==> config.mk <==
export PLATFORM = sky130hd
export DESIGN_NAME = mem_access_master
export DESIGN_NICKNAME = d
export VERILOG_FILES = /design/src/rtl/mem_access_pkg.sv /design/src/rtl/load_extend.sv /design/src/rtl/mem_access_master.sv
export SDC_FILE = /design/constraint.sdc
export NUM_CORES = 1
export LEC_CHECK = 0
export CORE_ASPECT_RATIO = 0.7
export CORE_MARGIN = 4
export CORE_UTILIZATION = 55
export DETAILED_ROUTE_END_ITERATION = 8
export DONT_BUFFER_PORTS = 1
export GPL_ROUTABILITY_DRIVEN = 1
export GPL_TIMING_DRIVEN = 0
export PLACE_DENSITY = 0.76
export REMOVE_ABC_BUFFERS = 1
export SLEW_MARGIN = 25
export SYNTH_ARGS = -nofsm -noshare
export SYNTH_HDL_FRONTEND = slang
export SYNTH_SLANG_ARGS = --single-unit
==> constraint.sdc <==
create_clock -name iCLK -period 10.4 [get_ports iCLK]
set_input_delay 3.12 -clock iCLK [delete_from_list [all_inputs] [get_ports iCLK]]
set_output_delay 3.12 -clock iCLK [all_outputs]
set_load 0.05 [all_outputs]
==> src/rtl/mem_access_pkg.sv <==
// Shared encodings and helpers for the core-side memory access master.
package mem_access_pkg;

  localparam logic [1:0] SZ_BYTE = 2'b00;
  localparam logic [1:0] SZ_HALF = 2'b01;
  localparam logic [1:0] SZ_WORD = 2'b10;
  localparam logic [1:0] SZ_ILL  = 2'b11;

  typedef enum logic [1:0] {
    StIdle,
    StWrite,
    StRead,
    StDone
  } state_t;

  function automatic logic [3:0] byte_en(input logic [1:0] size, input logic [1:0] lane);
    case (size)
      SZ_BYTE: byte_en = 4'b0001 << lane;
      SZ_HALF: byte_en = lane[1] ? 4'b1100 : 4'b0011;
      default: byte_en = 4'b1111;
    endcase
  endfunction

  // Replicate right-justified store data onto every lane it could target.
  function automatic logic [31:0] store_data(input logic [1:0] size, input logic [31:0] d);
    case (size)
      SZ_BYTE: store_data = {4{d[7:0]}};
      SZ_HALF: store_data = {2{d[15:0]}};
      default: store_data = d;
    endcase
  endfunction

endpackage

==> src/rtl/load_extend.sv <==
// Selects the addressed lane of a bus word and sign/zero-extends it to 32 bits.
module load_extend
  import mem_access_pkg::*;
(
  input  logic [31:0] word,
  input  logic [1:0]  lane,
  input  logic [1:0]  size,
  input  logic        is_unsigned,
  output logic [31:0] result
);

  logic [31:0] shifted;

  always_comb begin
    shifted = word >> {lane, 3'b000};
    case (size)
      SZ_BYTE: result = is_unsigned ? {24'h0, shifted[7:0]} : {{24{shifted[7]}}, shifted[7:0]};
      SZ_HALF: result = is_unsigned ? {16'h0, shifted[15:0]} : {{16{shifted[15]}}, shifted[15:0]};
      default: result = shifted;
    endcase
  end

endmodule

==> src/rtl/mem_access_master.sv <==
// Turns one core load/store into a single word-addressed bus transaction and
// returns the extended load result with a one-cycle completion pulse.
module mem_access_master
  import mem_access_pkg::*;
#(
  parameter int unsigned READ_LATENCY = 2
) (
  input  logic        iCLK,
  input  logic        iRST,
  input  logic        iReq,
  output logic        oReady,
  input  logic        iWrite,
  input  logic [1:0]  iSize,
  input  logic        iUnsigned,
  input  logic [31:0] iAddr,
  input  logic [31:0] iData,
  output logic        oDone,
  output logic [31:0] oData,
  output logic        oMisaligned,
  output logic [31:0] oBadAddr,
  output logic        wReadEnable,
  output logic        wWriteEnable,
  output logic [3:0]  wByteEnable,
  output logic [31:0] wAddress,
  output logic [31:0] wWriteData,
  input  logic [31:0] wReadData
);

  localparam int unsigned CntW = $clog2(READ_LATENCY) + 1;

  state_t          state_q, state_d;
  logic [CntW-1:0] cnt_q;
  logic [1:0]      lane_q, size_q;
  logic            uns_q, mis_q;
  logic [3:0]      be_q;
  logic [31:0]     data_q, bad_addr_q, waddr_q, wdata_q;
  logic [31:0]     ext_data;
  logic            fault, accept, read_last;

  assign fault = (iSize == SZ_ILL) || ((iSize == SZ_HALF) && iAddr[0]) ||
                 ((iSize == SZ_WORD) && (iAddr[1:0] != 2'b00));
  assign accept    = (state_q == StIdle) && iReq;
  assign read_last = (state_q == StRead) && (cnt_q == '0);

  load_extend u_load_extend (
    .word        (wReadData),
    .lane        (lane_q),
    .size        (size_q),
    .is_unsigned (uns_q),
    .result      (ext_data)
  );

  always_ff @(posedge iCLK or posedge iRST) begin
    if (iRST) begin
      state_q <= StIdle;
    end else begin
      state_q <= state_d;
    end
  end

  always_comb begin
    state_d = state_q;
    unique case (state_q)
      StIdle:  if (iReq) state_d = fault ? StDone : (iWrite ? StWrite : StRead);
      StWrite: state_d = StDone;
      StRead:  if (cnt_q == '0) state_d = StDone;
      StDone:  state_d = StIdle;
      default: state_d = StIdle;
    endcase
  end

  // Bus registers only move on a legal accept so a fault never disturbs the bus.
  always_ff @(posedge iCLK or posedge iRST) begin
    if (iRST) begin
      cnt_q      <= '0;
      lane_q     <= 2'b00;
      size_q     <= SZ_BYTE;
      uns_q      <= 1'b0;
      mis_q      <= 1'b0;
      be_q       <= 4'h0;
      data_q     <= 32'h0;
      bad_addr_q <= 32'h0;
      waddr_q    <= 32'h0;
      wdata_q    <= 32'h0;
    end else begin
      if (accept) begin
        lane_q <= iAddr[1:0];
        size_q <= iSize;
        uns_q  <= iUnsigned;
        mis_q  <= fault;
        cnt_q  <= CntW'(READ_LATENCY - 1);
        if (fault) begin
          bad_addr_q <= iAddr;
        end else begin
          waddr_q <= {iAddr[31:2], 2'b00};
          be_q    <= byte_en(iSize, iAddr[1:0]);
          if (iWrite) wdata_q <= store_data(iSize, iData);
        end
      end else if ((state_q == StRead) && (cnt_q != '0)) begin
        cnt_q <= cnt_q - 1'b1;
      end
      if (read_last) data_q <= ext_data;
    end
  end

  always_comb begin
    oReady       = (state_q == StIdle);
    oDone        = (state_q == StDone);
    oMisaligned  = (state_q == StDone) && mis_q;
    wWriteEnable = (state_q == StWrite);
    wReadEnable  = (state_q == StRead);
    wByteEnable  = ((state_q == StWrite) || (state_q == StRead)) ? be_q : 4'h0;
  end

  assign oData      = data_q;
  assign oBadAddr   = bad_addr_q;
  assign wAddress   = waddr_q;
  assign wWriteData = wdata_q;

endmodule

==> flow_summary.yaml <==
global_routing:
  grt_pass1_wl_mm: 23.3
  grt-ovfl-total: 0
  grt_pass1_vias: 4373
  antenna_found_initial: 0
  grt_start_max_net_pins: 85
  grt.total_usage: 0.222
setup_path:
  critical_path_class: "flop to output pin"
  crit_family: "simple AND/OR/NAND/NOR gates"
  start_kind: "flop"
  r2r_cells: 6
  rr_startpoint: "state_q[0]$_DFFE_PP0P_"
  r2r-end: "oData[25]$_DFFE_PP0P_"
  arrival_ps: 1880
  cp_slowest_cell: "and2_1"
  slowest_delay_ps: 540
  cp_cell_sequence: "ha_1 -> and2_1"
  path_max_fanout: 4
  rrSetupSlack_ps: 6950
  critPathCaptureType: "output pin"
  required_ps: 7280
  path_buf_inv: 0
routing:
  drc: 0
  drt-pass1-iter-count: 5
  viasPerCell: 6.09
  routed_wl_mm: 14.9
  wl_per_cell_um: 23.0
  ant_nets: 0
  route.vias.total: 3951
  drt_iter0_drc: 183
hold_path:
  min_from: "mis_q$_DFFE_PP0P_"
  hold_depth: 2
  min_to: "mis_q$_DFFE_PP0P_"
  hp-class: "flop to flop"
final_layout:
  drive_gt1_frac: 0.347
  antenna_cells: 0
  area_growth_pct: 11.0
  multiInputGateArea_um2: 2690
  nets: 591
  regArea_um2: 3510
  fillers: 845
clock_tree:
  clk_path_buf_depth: 2
  postCtsSetupRepairBufs: 0
  clk_latency_ps: 410
  cts.clk_slew.worst_paths_ps: 60
  cts_buffers: 17
  h-tree-depth: 4
  hold_buffers: 0
  clock-sinks: 140
  postCtsResizedCells: 0
  cts_tree: "done"
  cts_root_buf: "clkbuf_16"
logic_synthesis:
  ys.flop_type: "dfrtp_1"
  synth.area.top_cells: "dfrtp_1 55%, mux2_2 21%, mux2i_1 3.9%"
  avgSynthCellArea_um2: 13.0
  ys_seq_area_frac: 0.547
  synth-seq-cells: 140
  yosysTopAreaCell: "dfrtp_1"
  ys.warnings.count: 0
  synthCells: 493
  synthArstFlopShare: 1.00
  synth-edff-count: 0
  netlist.area_leader.share: 0.547
  yosysUniqueCellTypes: 44
  synth_area_um2: 6400
floorplanning:
  ioPinCount: 240
  die_w_um: 137
  core_area_um2: 11200
  dieArea_um2: 13500
  die_h_um: 98.3
  num_rows: 32
  initial_core_util: 0.571
timing:
  finClkSkew_ps: 9.34
  hold_viol_final: 0
  finalSetupTns_ps: 0
  rsz0062_at_grt: "no"
  timing.final.crit_share: 0.480
  period_minus_slack_ps: 5000
  tightest_slew_ps: 938
  finalSetupViolations: 0
  timing.slew.headroom: 0.374
  fmax_mhz: 200
  slew_violations: 0
placement:
  dp_hpwl_mm: 10.5
  io_buffers: 0
  globalplace.congestion: 0.784
outcome:
  status: "finished clean"
flow_run:
  drv_cap: 0
cell type report:
class,count,share of cell area
Timing Repair Buffer,4,0.0109
Clock inverter,14,0.0260
Inverter,7,0.00475
Sequential cell,140,0.493
Tap cell,153,0.0269
Multi-Input combinational cell,313,0.378
Clock buffer,18,0.0603
sequential cells by signal (all words and copies together) (netlist names):
name and cells:
be_q 4, state_q 2, lane_q 2, oBadAddr 32
mis_q 1, size_q 2, wWriteData 32, wAddress 30
uns_q 1, oData 32, cnt_q 2
worst register-to-register path, delay by kind of cell, from the launching register on:
family	cells	cell delay (ps)
simple gates	3	2050
fa+ha+maj	1	570
flops	1	410
compound gates	1	270
buf+inv	1	100
cell usage in the layout, fill, tap and decap left out, types with 2 or more instances in the layout:
cell          n
a21o_1        2
a21oi_1      17
a221o_1      17
a22oi_1       2
and2_1        6
buf_16        2
buf_6         2
bufinv_16     3
clkbuf_16    17
clkinv_4      2
clkinvlp_4    2
conb_1        2
dfrtp_1     138
dfrtp_2       2
ha_1          5
inv_1         6
inv_6         4
inv_8         3
mux2_2      122
mux2i_1      25
nand2_1      37
nor2_1       17
nor2_4        2
nor2b_1       4
nor3_1        2
o21ai_0      21
o22ai_1       2
o2bb2ai_1     8
or2_2         2
xnor2_1       2
cells in the mapped netlist, drive strengths merged, types with 5 or more instances:
cell type and number:
a21oi 18, a221o 17, and2 6, buf 23, clkbuf 11, dfrtp 140
ha 5, inv 7, mux2 123, mux2i 25, nand2 38, nor2 19
o21ai 22, o2bb2ai 8
routing by layer:
metal,track usage,wire [um]
met2,0.362,7410
met5,0,0
met3,0.0999,1510
met1,0.262,5810
met4,0.0775,206
cells by family after synthesis:
kind of cell | Yosys count | synth area share
multiplexers | 149 | 0.259
flip-flops | 140 | 0.547
AND/OR/NAND/NOR | 78 | 0.0588
AO/OA/AOI/OAI | 77 | 0.0869
buffers and inverters | 41 | 0.0354
adder cells (fa/ha/maj) | 5 | 0.00977
XOR/XNOR | 2 | 0.00274
other | 1 | 0.000585
how the worst max path moves through the flow:
stage	from	endpoint	cells after the start
after floorplan	iRST	be_q[0]$_DFFE_PP0P_	1
after global placement	iRST	oData[28]$_DFFE_PP0P_	1
after detailed placement	iSize[1]	oBadAddr[19]$_DFFE_PP0P_	4
after CTS	state_q[1]$_DFFE_PP0P_	oMisaligned	2
after global routing	state_q[1]$_DFFE_PP0P_	oMisaligned	2
final	state_q[1]$_DFFE_PP0P_	oMisaligned	2
stage by stage:
stage	cell area, um^2	utilization	hold slack, ps	instances	setup WS [ps]
finish	7110	0.634	486	649	5400
global route	7110	0.634	525	649	5350
CTS	7110	0.634	491	649	5390
detailed placement	6490	0.579	467	617	5470
global placement	6400	0.571	454	613	2330
floorplan	6210	-	439	460	3530
Power is left out: the tool's default activity adds up to more than one toggle a clock period on the data nets, which glitch-free logic cannot reach.
